<file path="src/rtl/bus_arbiter.sv">
// bus_arbiter: two-master round-robin arbiter and sequencer for the peripheral bus
// (timer, UART, FFT). One transaction in flight at a time; the address is decoded to
// a one-hot peripheral select, the slave ready is awaited with a timeout, and the
// read data / ack / error are returned to the master that owns the bus.
//
// state    | meaning
// ---------+-------------------------------------------------------------------
// S_IDLE   | no owner; arbitrate among requests, latch the winner's access
// S_ACCESS | select/strobe the peripheral, wait for ready or terminal count
// S_RESP   | one-cycle ack (with rdata/err) to the owner, update last-served

module bus_arbiter #(
    parameter int ADDR_W  = 32,
    parameter int DATA_W  = 32,
    parameter int TIMEOUT = 16
) (
    input  logic              clk,
    input  logic              rst_n,
    input  logic [1:0]        m_req_i,
    input  logic [1:0]        m_we_i,
    input  logic [ADDR_W-1:0] m0_addr_i,
    input  logic [DATA_W-1:0] m0_wdata_i,
    input  logic [ADDR_W-1:0] m1_addr_i,
    input  logic [DATA_W-1:0] m1_wdata_i,
    output logic [1:0]        m_gnt_o,
    output logic [1:0]        m_ack_o,
    output logic              m_err_o,
    output logic [DATA_W-1:0] m_rdata_o,
    output logic [ADDR_W-1:0] per_addr_o,
    output logic [DATA_W-1:0] per_wdata_o,
    output logic              per_we_o,
    output logic [2:0]        per_sel_o,
    input  logic [2:0]        per_rdy_i,
    input  logic [DATA_W-1:0] tim_data_i,
    input  logic [DATA_W-1:0] uart_data_i,
    input  logic [DATA_W-1:0] fft_data_i
);

    localparam int CNT_W = $clog2(TIMEOUT + 1);

    localparam logic [1:0] S_IDLE   = 2'd0;
    localparam logic [1:0] S_ACCESS = 2'd1;
    localparam logic [1:0] S_RESP   = 2'd2;

    // Timeout is a down-counter: loaded with TIMEOUT-1 on grant, terminal at zero,
    // so it can never wrap and TIMEOUT ACCESS cycles elapse before the error.
    localparam logic [CNT_W-1:0] CNT_LOAD = CNT_W'(TIMEOUT - 1);

    logic [1:0]        state;
    logic [1:0]        state_nxt;
    logic              owner;       // 0 = M0, 1 = M1
    logic              last;        // last master served
    logic              we;
    logic [ADDR_W-1:0] addr;
    logic [DATA_W-1:0] wdata;
    logic [2:0]        sel;
    logic [CNT_W-1:0]  cnt;
    logic [DATA_W-1:0] rdata;
    logic              err;

    logic              pick;
    logic              rdy_hit;
    logic              tc;
    logic [DATA_W-1:0] per_rdata;

    // Only addr[15:12] selects a peripheral; everything else is unmapped.
    function automatic logic [2:0] decode(input logic [3:0] region);
        logic [2:0] s;
        case (region)
            4'h1:    s = 3'b001;
            4'h2:    s = 3'b010;
            4'h3:    s = 3'b100;
            default: s = 3'b000;
        endcase
        return s;
    endfunction

    // Round-robin pick: a lone requester wins, a tie goes to the master not served last.
    always_comb begin
        pick = 1'b0;
        if (m_req_i == 2'b11) begin
            pick = ~last;
        end else begin
            pick = m_req_i[1];
        end
    end

    // Ready from the selected peripheral, terminal count and the read-data mux.
    always_comb begin
        rdy_hit   = |(per_rdy_i & sel);
        tc        = (cnt == '0);
        per_rdata = ({DATA_W{sel[0]}} & tim_data_i)
                  | ({DATA_W{sel[1]}} & uart_data_i)
                  | ({DATA_W{sel[2]}} & fft_data_i);
    end

    // Next-state decode; an unmapped select ends ACCESS after a single cycle.
    always_comb begin
        state_nxt = state;
        case (state)
            S_IDLE: begin
                if (|m_req_i) begin
                    state_nxt = S_ACCESS;
                end
            end
            S_ACCESS: begin
                if ((sel == 3'b000) || rdy_hit || tc) begin
                    state_nxt = S_RESP;
                end
            end
            S_RESP:  state_nxt = S_IDLE;
            default: state_nxt = S_IDLE;
        endcase
    end

    // State register; reset aborts any transaction in flight without an ack.
    always_ff @(posedge clk or negedge rst_n) begin
        if (!rst_n) begin
            state <= S_IDLE;
        end else begin
            state <= state_nxt;
        end
    end

    // Latch the winning master's access at grant; address/data hold until the next grant.
    always_ff @(posedge clk or negedge rst_n) begin
        if (!rst_n) begin
            owner <= 1'b0;
            we    <= 1'b0;
            addr  <= '0;
            wdata <= '0;
            sel   <= 3'b000;
        end else if ((state == S_IDLE) && (|m_req_i)) begin
            owner <= pick;
            we    <= pick ? m_we_i[1] : m_we_i[0];
            addr  <= pick ? m1_addr_i : m0_addr_i;
            wdata <= pick ? m1_wdata_i : m0_wdata_i;
            sel   <= decode(pick ? m1_addr_i[15:12] : m0_addr_i[15:12]);
        end
    end

    // Timeout counter: load on grant, count down while waiting in ACCESS.
    always_ff @(posedge clk or negedge rst_n) begin
        if (!rst_n) begin
            cnt <= '0;
        end else if ((state == S_IDLE) && (|m_req_i)) begin
            cnt <= CNT_LOAD;
        end else if ((state == S_ACCESS) && !tc) begin
            cnt <= cnt - 1'b1;
        end
    end

    // Response capture at the end of ACCESS; ready beats the terminal count.
    always_ff @(posedge clk or negedge rst_n) begin
        if (!rst_n) begin
            rdata <= '0;
            err   <= 1'b0;
        end else if (state == S_ACCESS) begin
            if (sel == 3'b000) begin
                rdata <= '0;
                err   <= 1'b1;
            end else if (rdy_hit) begin
                rdata <= we ? '0 : per_rdata;
                err   <= 1'b0;
            end else if (tc) begin
                rdata <= '0;
                err   <= 1'b1;
            end
        end
    end

    // Last-served tracking, updated when the owner is acked.
    always_ff @(posedge clk or negedge rst_n) begin
        if (!rst_n) begin
            last <= 1'b1;
        end else if (state == S_RESP) begin
            last <= owner;
        end
    end

    // Outputs decode only from registered state and latches.
    always_comb begin
        m_gnt_o     = 2'b00;
        m_ack_o     = 2'b00;
        m_err_o     = 1'b0;
        m_rdata_o   = '0;
        per_we_o    = 1'b0;
        per_sel_o   = 3'b000;
        per_addr_o  = addr;
        per_wdata_o = wdata;
        if ((state == S_ACCESS) || (state == S_RESP)) begin
            m_gnt_o = owner ? 2'b10 : 2'b01;
        end
        if (state == S_ACCESS) begin
            per_sel_o = sel;
            per_we_o  = we;
        end
        if (state == S_RESP) begin
            m_ack_o   = owner ? 2'b10 : 2'b01;
            m_err_o   = err;
            m_rdata_o = rdata;
        end
    end

endmodule

</file>
<file path="config.mk">
export PLATFORM = sky130hd
export DESIGN_NAME = bus_arbiter
export DESIGN_NICKNAME = d
export VERILOG_FILES = /design/src/rtl/bus_arbiter.sv
export SDC_FILE = /design/constraint.sdc
export NUM_CORES = 1
export LEC_CHECK = 0
export ABC_AREA = 1
export CAP_MARGIN = 30
export CORE_AREA = 2 2 133 135
export CTS_BUF_LIST = sky130_fd_sc_hd__clkbuf_8
export DETAILED_ROUTE_END_ITERATION = 7
export DIE_AREA = 0 0 135 137
export GPL_TIMING_DRIVEN = 0
export MAX_ROUTING_LAYER = met4
export PLACE_DENSITY_LB_ADDON = 0.25
export SETUP_SLACK_MARGIN = 0.1
export SLEW_MARGIN = 10
export SYNTH_ARGS = -nofsm -noshare
export SYNTH_HDL_FRONTEND = slang
export SYNTH_SLANG_ARGS = --single-unit
export TNS_END_PERCENT = 10
</file>
<file path="constraint.sdc">
create_clock -name clk -period 2.36 [get_ports clk]
set_input_delay 0.708 -clock clk [delete_from_list [all_inputs] [get_ports clk]]
set_output_delay 0.708 -clock clk [all_outputs]
set_load 0.01 [all_outputs]
</file>
# Word-level counts from Yosys, hierarchy flattened

Cells that the tools add are included.

Eq/ne operators: 8
Mux-type cells: 25
Bitwise logic cells: 7
Reduce and logical (&&, ||, !) cells: 15
$add $sub $neg: 1

Operators with widths:

| cell                | number |
|---|---|
| $mux 32             | 7 |
| $and 32x32->32      | 3 |
| $or 32x32->32       | 2 |
| $mux 2              | 5 |
| $mux 5              | 2 |
| $pmux 3 s3          | 1 |
| $eq 4x2->1 const B  | 2 |
| $mux 1              | 7 |
| $logic_not 5->1     | 1 |
| $sub 5x1->5 const B | 1 |
| $eq 2x2->1 const B  | 2 |
| $eq 4x1->1 const B  | 1 |
| $mux 4              | 1 |
| $ne 2x2->1 const B  | 2 |
| $pmux 2 s2          | 1 |
| $reduce_and 2->1    | 2 |
| $and 3x3->3         | 1 |
| $logic_not 3->1     | 1 |
| $logic_or 1x1->1    | 3 |
| $mux 3              | 1 |
| $reduce_bool 3->1   | 1 |
| $reduce_or 3->1     | 1 |
| $eq 2x1->1 const B  | 1 |
| $logic_and 1x1->1   | 2 |
| other kinds (5)     | 5 |

Register bits: 110
Output and inout port bits: 105

# Logic depth before layout (Yosys ltp)

Gate-level depths: netlist of run 1.

Depth in word-level cells: 6
Gate-level depth with buffers: 9
Mapped depth without buffers: 8

# Worst setup path after synthesis of run 1

No wires, ideal clock.

Path type: register -> output
Start point: register state[0]
End point: output port m_rdata_o[10]
Stages on the path, launching flop included: 7
Data arrival time: 1.244 ns
Slack: 0.408 ns
Path through: dfrtp_1 inv_1 ha_1 clkbuf_1 clkbuf_1 nand2_1 inv_1

Word-level cells in the longest chain between the ends: 2

RTL lines:

| item                     | RTL line | text |
|---|---|---|
| start: declaration       | 49       | `logic [1:0] state;` |
| start signal: assignment | 121      | `state <= state_nxt;` |
| $eq 2x2->1               | 198      | `if (state == S_RESP) begin` |
| $mux 32                  | 198      |  |
| end: declaration         | 28       | `output logic [DATA_W-1:0] m_rdata_o,` |

No other way between the ends.

# Worst setup path in the final report of run 1

Start point: register state[0]
End point: output port m_rdata_o[14]

Same word-level chain as after synthesis.

==> run_results.csv, run 1 <==
group,metric,value,unit
outcome,status,"completed",
layout,layout_commonest_cell,"clkdlybuf4s50_1",
clock_network,clock_sinks,110,
global_routing,grt_pass1_wl,33500,um
sta,fmax,431,MHz
worst_setup_path,crit_arrival,1610,ps
job,cap_violations,0,
yosys,async_flop_share,1.00,
layout,final_cell_mix,"clkdlybuf4s50_1, nand2_1, dfrtp_1, nand3_1, o21ai_0",
sta,fin_crit_sh,0.982,
global_routing,grt_pass1_vias,6270,
sta,post-route-min-period,2320,ps
drt,dr.pass1.iters,4,
die,die_y,137,um
global_routing,antenna_found_initial,0,
clock_network,cts_hold_buf,0,
yosys,ys_seq_area_frac,0.475,
yosys,syn-instance-count,811,
clock_network,clock_path_buffers,2,
yosys,syn_nets,1048,
clock_network,root_buffer,"clkbuf_8",
worst_setup_path,cp_slowest_cell,"dfrtp_1",
place,place_hpwl,17300,um
worst_setup_path,crit_path_frequent_cell,"clkbuf_16",
clock_network,cts-htree-levels,3,
clock_network,cts_tree,"done",
sta,rsz0062_at_grt,"true",
die,boundaryPins,338,
drt,first_iter_violations,297,
sta,fin_skew,20.8,ps
layout,post-route-util,0.579,
clock_network,clk_pin_slew,110,ps
drt,dr_total_vias,6512,
layout,syn_to_final_growth,70.3,%
yosys,yosys_warnings,0,
layout,drive_above_1_share,0.126,
drt,avgViaCountPerCell,4.67,
drt,drtAntennaViolNets,0,
place,pre_cts_slack,-547,ps
worst_setup_path,crit_path_end_kind,"primary output",
yosys,ys_types,26,
yosys,ys_ff_latch,110,
sta,maxSlewViolCount,0,
worst_setup_path,path_cells,"inv_2, ha_4, clkbuf_16, clkbuf_16, nand2_2, inv_1, buf_2",
power_and_ir_drop,power.density,928,mW/mm^2
layout,filler_cell_count,1621,
yosys,ys.flop_type,"dfrtp_1",
sta,final_hold_viol_count,0,
layout,final_nets,1402,
power_and_ir_drop,ir_drop,0.000637,V
layout,regArea,0.00275,mm^2
worst_setup_path,critPathMaxStageDelay,430,ps
yosys,syn-cell-area,0.00580,mm^2
worst_setup_path,crit_path_max_fanout,7,
layout,multiInputGateArea,0.00264,mm^2
die,die-area,0.0185,mm^2
global_routing,grt_use_total,0.244,
yosys,synth_edf_count,0,
die,start_util,0.340,
sta,finalWorstSetupSlack,41.5,ps
sta,tightest_slew,598,ps
place,numPortBuffers,337,
drt,drc,0,
worst_setup_path,path_class,"reg -> out",
layout,diodes,0,
die,rows,48,
yosys,avgSynthCellArea,7.15,um^2
drt,post_drt_wl_per_cell,16.3,um
drt,drt_wl_total,22700,um
die,core,0.0171,mm^2
worst_hold_path,hold_path_class,"in -> async",
place,gp_congestion,0.865,
power_and_ir_drop,power.leakage,4.79,nW
global_routing,grt-ovfl-total,0,
global_routing,grt_start_max_net_pins,75,
clock_network,clk_latency,400,ps
worst_setup_path,cp-start-kind,"register",
sta,relSlewSlack,0.601,
die,die_w,135,um
sta,setup_violations,0,
clock_network,numCtsBuffers,9,
worst_setup_path,crit_required,1650,ps
-- worst max-delay path: cells and delay by family, from the launching register on --
family	cells	cell delay [ps]
and+or+nand+nor	1	40
buffers and inverters	5	580
DFF	1	430
adders and majority gates	1	160
-- state kept, by name, summed over array words and instances (netlist names), 2 cells and up --
signal,count
per_addr_o,32
per_wdata_o,32
rdata,32
cnt,5
sel,3
state,2
-- cells in the mapped netlist, types with 3 or more instances --
cell | number | share of area
dfrtp_1 | 109 | 0.47
inv_1 | 57 | 0.037
buf_2 | 19 | 0.016
nand3_1 | 74 | 0.064
buf_6 | 4 | 0.0078
buf_4 | 3 | 0.0039
o21ai_0 | 73 | 0.063
nor2_1 | 71 | 0.046
clkbuf_1 | 25 | 0.016
ha_1 | 4 | 0.0086
o21ai_1 | 59 | 0.051
inv_2 | 4 | 0.0026
nand2_1 | 293 | 0.19
-- final cells by class --
class | count | share of cell area
clock inverter | 6 | 0.00596
inverter | 61 | 0.0232
tap | 225 | 0.0285
buffer | 51 | 0.0352
clock buffer | 10 | 0.0139
timing repair buffer | 345 | 0.347
sequential | 110 | 0.279
multi-input combinational | 587 | 0.268
-- logic make-up (layout without fill, tap and decap cells) --
logic type | after synthesis | in the layout | synth area share
buffers and inverters | 114 | 473 | 0.0850
adders and majority gates | 4 | 4 | 0.00863
DFF | 110 | 110 | 0.475
xor gates and xnor gates | 1 | 1 | 0.00151
AOI/OAI and AO/OA | 139 | 139 | 0.123
and+or+nand+nor | 443 | 443 | 0.306
-- through the flow --
step	power (mW)	std cells	TNS [ps]	hold WS (ps)	instance area, um^2
6_report	9.17	1395	0	188	9870
5_1_grt	9.81	1395	-133	207	9870
4_1_cts	9.23	1395	0	188	9740
3_5_place_dp	7.79	1374	-19500	458	9480
3_3_place_gp	7.72	1373	-448330	455	9450
2_1_floorplan	5.24	811	0	412	5800
-- worst paths after layout --
kind / start / to / slack (ps) / cells past startpoint
setup / recovery: state[0] / m_rdata_o[14] / 40 / 7
hold / removal: rst_n / rdata[6] / 190 / 1
setup reg to reg: state[0] / per_addr_o[13] / 400 / 9
hold reg to reg: last / last / 480 / 2
max in group asynchronous: rst_n / last / 1420 / 2
min in group clk: last / last / 480 / 2
-- metal layers --
layer	wire length (um)	vias to the layer above	global-route usage
met5	0	-	-
met4	351	0	0.0718
met3	2060	23	0.0681
met2	11400	255	0.428
met1	8920	2963	0.272
li1	-	3271	-
-- what timing repair did --
| item | 4_1_cts | 5_1_grt |
|---|---|---|
| setup buffers | 3 | 0 |
| cloned | 4 | 0 |
| resized for setup | 183 | 67 |
| pin swaps | 0 | 3 |
| endpoints found under the setup margin | 41 | 41 |
-- power breakdown --
part           internal [mW]  switching (mW)
clock network          0.518           0.686
logic                   2.38            2.65
registers               2.55           0.378
No activity file was read; power rests on OpenSTA's default activity.
==> run 2: changes to the inputs <==
--- a/config.mk
+++ b/config.mk
@@ -6,11 +6,10 @@
 export NUM_CORES = 1
 export LEC_CHECK = 0
 export ABC_AREA = 1
-export CAP_MARGIN = 30
-export CORE_AREA = 2 2 133 135
+export CAP_MARGIN = 20
+export CORE_UTILIZATION = 35
 export CTS_BUF_LIST = sky130_fd_sc_hd__clkbuf_8
 export DETAILED_ROUTE_END_ITERATION = 7
-export DIE_AREA = 0 0 135 137
 export GPL_TIMING_DRIVEN = 0
 export MAX_ROUTING_LAYER = met4
 export PLACE_DENSITY_LB_ADDON = 0.25
==> run 2 against run 1 <==
  * Power increased by 1.4%
  * Clock power is 4% higher
  * Setup slack improved by 35 ps
  * Sequential power about the same
  * First-iteration DRC count grew 2.4%
  * Global-route usage rose by 0.88 points
  * Design area up 1.4%
  * Register-to-register slack better by 40 ps
  * Critical endpoint is now m_ack_o[0]
==> run_results.csv, run 2 (same netlist as run 1, synthesis figures left out) <==
group,metric,value,unit
outcome,status,"completed",
sta,fin_tns_setup,0,ps
global_routing,grt_use_total,0.253,
global_routing,met3_usage,0.0611,
worst_setup_path,crit_arrival,1580,ps
clock_network,root_buffer,"clkbuf_8",
layout,filler_cell_count,1493,
global_routing,grt_busiest_layer,"met2",
clock_network,cts_hold_buf,0,
drt,dr.pass1.iters,5,
worst_setup_path,crit_required,1650,ps
global_routing,grt_pass1_vias,6077,
drt,post_drt_wl_per_cell,15.6,um
clock_network,clock_sinks,110,
die,die_w,131,um
job,cap_violations,0,
worst_setup_path,rrSetupSlack,440,ps
die,core,0.0160,mm^2
global_routing,antenna_found_initial,0,
layout,diodes,0,
die,start_util,0.362,
layout,final_nets,1403,
worst_setup_path,cp-start-kind,"register",
place,place_hpwl,16500,um
power_and_ir_drop,power.density,928,mW/mm^2
sta,setup_violations,0,
drt,avgViaCountPerCell,4.74,
clock_network,cts_tree,"done",
clock_network,clock_path_buffers,2,
drt,dr_total_vias,6569,
sta,tightest_slew,564,ps
layout,layout_commonest_cell,"clkdlybuf4s50_1",
worst_setup_path,reg2reg_from,"state[1]",
layout,final_cell_mix,"clkdlybuf4s50_1, nand2_1, dfrtp_1, nand3_1, o21ai_0",
worst_setup_path,path_class,"reg -> out",
layout,final_area,0.0100,mm^2
power_and_ir_drop,ir_drop,0.000501,V
clock_network,clk_pin_slew,100,ps
sta,rsz0062_at_grt,"true",
sta,maxSlewViolCount,0,
worst_setup_path,r2r_cells,7,
layout,post-route-util,0.626,
drt,drc,0,
place,numPortBuffers,337,
global_routing,gr-usage-met1,0.293,
global_routing,grt-ovfl-total,0,
drt,first_iter_violations,304,
power_and_ir_drop,power.leakage,5.01,nW
die,die_y,131,um
global_routing,gr-usage-met2,0.431,
sta,fin_crit_sh,0.968,
drt,drtAntennaViolNets,0,
worst_hold_path,hold_path_class,"in -> async",
clock_network,clk_latency,380,ps
layout,syn_to_final_growth,72.8,%
die,die-area,0.0171,mm^2
place,pre_cts_slack,-539,ps
worst_setup_path,r2r_end,"per_addr_o[8]",
worst_setup_path,crit_path_end_kind,"primary output",
worst_setup_path,crit_path_max_fanout,4,
global_routing,grt_pass1_wl,31600,um
sta,fmax,438,MHz
sta,finalWorstSetupSlack,76.4,ps
sta,post-route-min-period,2280,ps
layout,drive_above_1_share,0.138,
clock_network,cts-htree-levels,3,
clock_network,numCtsBuffers,9,
place,placed_cell_area,0.00947,mm^2
place,gp_congestion,0.860,
die,rows,46,
global_routing,grt_start_max_net_pins,64,
drt,drt_wl_total,21600,um
die,boundaryPins,338,
sta,final_hold_viol_count,0,
sta,relSlewSlack,0.624,
sta,fin_skew,11.1,ps
power_and_ir_drop,power,9.29,mW
==> run 2: layout make-up <==
| class | count | area [um^2] | share of cell area |
|---|---|---|---|
| repair buffers | 346 | 3470 | 0.347 |
| flip-flops and latches | 110 | 2750 | 0.275 |
| multi-input cells | 587 | 2730 | 0.273 |
| plain buffers | 51 | 347 | 0.0346 |
| well taps | 216 | 270 | 0.0270 |
| inverters | 61 | 229 | 0.0229 |
| clock buffers | 9 | 124 | 0.0124 |
| clock inverters | 7 | 88.8 | 0.00887 |
==> run 2: what timing repair did <==
| item | in CTS | in global routing |
|---|---|---|
| pin swaps | 0 | 13 |
| gates cloned | 1 | 3 |
| setup endpoints to repair | 41 | 40 |
| endpoints found under the hold margin | 0 | 0 |
| setup buffers | 3 | 1 |
| resized for setup | 153 | 134 |
==> run 2: critical path, stage by stage, from the launching register on <==
cell and delay, ps:
dfrtp_1 410, inv_2 90, ha_4 150, buf_6 90, buf_6 100, buf_6 100
inv_2 30, nor2_1 80, buf_2 140
==> run 2: worst max-delay path by stage <==
stage / startpoint / end / slack [ps] / cells past startpoint
3_5_place_dp: state[0] / m_rdata_o[10] / -540 / 7
3_3_place_gp: rst_n / per_addr_o[23] / -3830 / 1
5_1_grt: state[0] / m_ack_o[0] / -20 / 8
2_1_floorplan: state[0] / m_rdata_o[10] / 410 / 6
4_1_cts: state[1] / m_rdata_o[10] / -100 / 6
6_report: state[0] / m_ack_o[0] / 80 / 8
==> run 2: layer usage <==
| layer | wire length [um] | up-vias |
|---|---|---|
| met5 | 0 | - |
| met4 | 488 | 0 |
| met3 | 1940 | 28 |
| met2 | 10800 | 269 |
| met1 | 8350 | 2992 |
| li1 | - | 3280 |
==> run 2: per-stage QoR <==
stage	std cells	hold slack (ps)
after global routing	1387	259
after global placement	1364	454
after CTS	1383	248
after detailed placement	1365	459
after floorplan	811	412
final	1387	243
==> run 2: where the power goes <==
part	total (mW)	leakage [nW]	switching (mW)	internal, mW
Clock	1.25	0.113	0.658	0.593
Sequential	2.93	1.39	0.376	2.55
Combinational	5.11	3.51	2.70	2.42
Total	9.29	5.01	3.73	5.56
==> variant 1, RTL diff (settings of run 1) <==
Change the parameter `TIMEOUT` from 16 to 8.
--- a/src/rtl/bus_arbiter.sv
+++ b/src/rtl/bus_arbiter.sv
@@ -14,3 +14,3 @@
     parameter int DATA_W  = 32,
-    parameter int TIMEOUT = 16
+    parameter int TIMEOUT = 8
 ) (
Function: same outputs for any inputs over 4 cycles, from zero or initial values and one cycle with rst_n low; that may be too few to reach the edited logic, so the function may still have changed.
==> variant 1 against run 1 <==
- sequential share of layout area decreased by 0.75 points
- clock power increased by 12%
- clock skew decreased by 0.0095 ns
- synthesized area decreased by 0.54%
- setup slack got worse by 0.018 ns
- wire length decreased by 4.3%
- final area increased by 1.8%
- utilization increased by 1.0 points
- combinational power increased by 3%
- sequential cell count decreased by 1
- highest routed layer unchanged
- worst hold slack improved by 0.025 ns
- largest cell class unchanged
- largest power group unchanged
- power increased by 3.3%
==> variant 1: results <==
[layout]
regArea_mm2 = 0.00273
nClkBuffers = 10
final_cells = 1392
clk_share = 0.0230
multi_input_gates = 595
fill_cells = 1643
buf_share = 0.387
postLayoutCoreUtil = 0.589
inverters_excl_clock = 52
buffers = 395
drive_above_1_share = 0.149
multi_input_comb_area_mm2 = 0.00272

[grt]
met3_usage = 0.0681
grt_pass1_wl_mm = 32.5
gr-usage-all-layers = 0.237
grt_pass1_vias = 6253
met2_usage = 0.417
gr-usage-met1 = 0.268

[place]
dpl_cell_area_mm2 = 0.00945
hpwl_mm = 16.8
gp_congestion = 0.827
dp_slack_ns = -0.635

[clock_network]
clkSlewWorstSetupHoldPaths_ns = 0.11
h-tree-depth = 3
cts_resized = 225
clk_latency_ns = 0.38
clk_path_buf_depth = 2
postCtsSetupRepairBufs = 5
numCtsBuffers = 9
cts-root-buf = clkbuf_8

[detailed_routing]
dr_wl_met2_mm = 10.9
wl_mm = 21.7
first_pass_iters = 4
route.met3.wl_mm = 1.87
vias_per_cell = 4.65
drt_iter0_drc = 267
wl_met1_mm = 8.64

[pwr]
clockPowerShare = 0.142
ir_drop_mv = 0.515
p_comb_frac = 0.547
power.internal_w = 0.00571
power_w = 0.00946
power.leakage_nw = 4.98

[setup_path]
crit_path_top_delay_cell = dfrtp_1
arrival_ns = 1.63
cp_max_fo = 8

[yosys]
ys_seq_elements = 109
yosys-top-cells-count = nand2_1, dfrtp_1, nor2_1, o21ai_1, o21ai_0
syn_nets = 1044
synth_area_leaders = dfrtp_1, nand2_1, o21ai_1
ys.flop_type = dfrtp_1
syn_inst = 807
postSynth.asyncResetShare = 1.00
synthDistinctLibCells = 22
ys_seq_area_frac = 0.473

[timing]
finalClockSkew_ns = 0.0114
tightest_slew_ns = 0.509

[outcome]
status = completed
[variant 1: changes by cell type in the layout (fill, tap and decap cells not counted), moves of 9 or more]
cell	delta
buf_2	-9
nand2_1	+32
buf_6	+12
nand2_4	+13
inv_1	-17
o21ai_1	+17
o21ai_0	-20
nand3_1	-35
[variant 1: logic make-up (layout without fill, tap and decap cells)]
family,after synthesis,in the layout,synth area share
compound gates,135,135,0.124
xor+xnor,1,1,0.00152
fa+ha+maj,4,4,0.00868
buf+inv,103,463,0.0851
flops,109,109,0.473
simple gates,455,455,0.308
[variant 1: worst paths after layout]
| kind | start | to | slack (ns) | cells after the start |
|---|---|---|---|---|
| max | state[1] | m_rdata_o[13] | 0.02 | 7 |
| min | rst_n | rdata[5] | 0.21 | 1 |
| max in group asynchronous | rst_n | per_wdata_o[23] | 1.45 | 2 |
| min reg2reg | rdata[29] | rdata[29] | 0.49 | 2 |
| min in group clk | rdata[29] | rdata[29] | 0.49 | 2 |
| max reg2reg | state[1] | cnt[2] | 0.67 | 7 |
==> variant 2, RTL diff (settings of run 1) <==
Without the edit above. Put a register stage on the output `m_err_o`, without a reset. The value now appears one clock later. The other outputs are not delayed to match.
--- a/src/rtl/bus_arbiter.sv
+++ b/src/rtl/bus_arbiter.sv
@@ -48,2 +48,4 @@
 
+    logic m_err_d;
+
     logic [1:0]        state;
@@ -184,3 +186,3 @@
         m_ack_o     = 2'b00;
-        m_err_o     = 1'b0;
+        m_err_d     = 1'b0;
         m_rdata_o   = '0;
@@ -199,3 +201,3 @@
             m_ack_o   = owner ? 2'b10 : 2'b01;
-            m_err_o   = err;
+            m_err_d   = err;
             m_rdata_o = rdata;
@@ -204,2 +206,6 @@
 
+    always_ff @(posedge clk) begin
+        m_err_o <= m_err_d;
+    end
+
 endmodule
Formal check against the unedited RTL: not equivalent (Yosys sat finds a counterexample within 4 cycles, from zero or initial values and one cycle with rst_n low).
==> variant 2 against run 1 <==
- wire length fell by 2.7%
- combinational power up 7.6%
- sequential cell count grew 1
- critical endpoint is now m_rdata_o[24]
- power increased by 3.1%
- count of clock-buffer cells in the layout did not move
- final area grew 3.2%
- synthesized area rose by 1.6%
- setup slack gained 0.0086 ns
==> variant 2: results <==
[timing]
max_slew_margin = 0.621
finalClockSkew_ns = 0.0137

[yosys]
postSynth.asyncResetShare = 0.991
syn_nets = 1052
synth_compound_area_frac = 0.113
ys_seq_area_frac = 0.471
synth_adder_area_share = 0.00849
synthDistinctLibCells = 27
muxShareOfSynthArea = 0
ys_warn_count = 0
yosys-top-cells-count = nand2_1, dfrtp_1, o21ai_1
ys.flop_type = dfrtp_1
synth_area_leaders = dfrtp_1, nand2_1, o21ai_1
synthXorXnorAreaFrac = 0

[detailed_routing]
drt_iter0_drc = 275
dr_wl_met2_mm = 11.0
route.met3.wl_mm = 1.97
wl_met1_mm = 8.69
wl_mm = 22.1
first_pass_iters = 4
vias = 6638

[place]
dp_slack_ns = -0.560
gp_congestion = 0.846
hpwl_mm = 16.8
dpl_cell_area_mm2 = 0.00958

[pwr]
ir_drop_mv = 0.510
power.leakage_nw = 5.07

[setup_path]
cp_max_fo = 5
crit_path_max_incr_delay_ns = 0.41
critPathTopFamily = buffers and inverters
crit_path_top_delay_cell = dfrtp_1

[grt]
grt_start_max_net_pins = 57
grt_pass1_vias = 6435
grt_pass1_wl_mm = 33.3
gr-usage-all-layers = 0.238

[layout]
nNetsFinal = 1417
fill_cells = 1602
drive_above_1_share = 0.147

[outcome]
status = completed

[flow_run]
maxCapViolations = 0

[clock_network]
clk_latency_ns = 0.38
## variant 2: layer usage
metal,vias to the layer above,GRT usage
met1,3028,0.270
met2,252,0.413
met4,0,0.0694
met3,22,0.0652
met5,-,-
li1,3336,-
## variant 2: final timing paths
check / from / to / slack [ns] / cells past startpoint
min in group clk: last / last / 0.47 / 2
setup reg to reg: state[1] / rdata[29] / 0.53 / 9
setup / recovery: state[0] / m_rdata_o[24] / 0.05 / 8
max in group asynchronous: rst_n / state[1] / 1.41 / 2
hold reg to reg: last / last / 0.47 / 2
hold / removal: rst_n / per_wdata_o[14] / 0.29 / 1
## variant 2: metrics by stage
stage | std cells | setup TNS, ns
2_1_floorplan | 815 | 0
3_3_place_gp | 1377 | -453.35
3_5_place_dp | 1378 | -15.25
4_1_cts | 1403 | -0.538
5_1_grt | 1410 | -0.0239
6_report | 1410 | 0
## variant 2: layout make-up
| cell class | count | area [µm²] | area share |
|---|---|---|---|
| multi-input cells | 592 | 2820 | 0.277 |
| clock buffers | 10 | 138 | 0.0135 |
| flip-flops and latches | 111 | 2770 | 0.272 |
| inverters | 55 | 206 | 0.0203 |
| well taps | 225 | 282 | 0.0276 |
| repair buffers | 356 | 3580 | 0.352 |
| clock inverters | 6 | 31.3 | 0.00307 |
| plain buffers | 55 | 354 | 0.0347 |
## variant 2: cells by family after synthesis
family | after synthesis
adders and majority gates | 4
AOI/OAI and AO/OA | 132
buffers and inverters | 112
and+or+nand+nor | 456
DFF | 111
## variant 2: where the power goes
| part | total (W) | internal (W) | switching [W] |
|---|---|---|---|
| Combinational | 0.00541 | 0.00258 | 0.00283 |
| Clock | 0.00108 | 0.000404 | 0.000673 |
| Sequential | 0.00295 | 0.00257 | 0.000386 |
| Total | 0.00944 | 0.00555 | 0.00389 |
## variant 2: what timing repair did
action                                  CTS  global route
pin swaps                                 1            13
buffers inserted                          9             7
cloned                                    1             1
endpoints found under the setup margin   40            38
gates resized for setup                 197           103
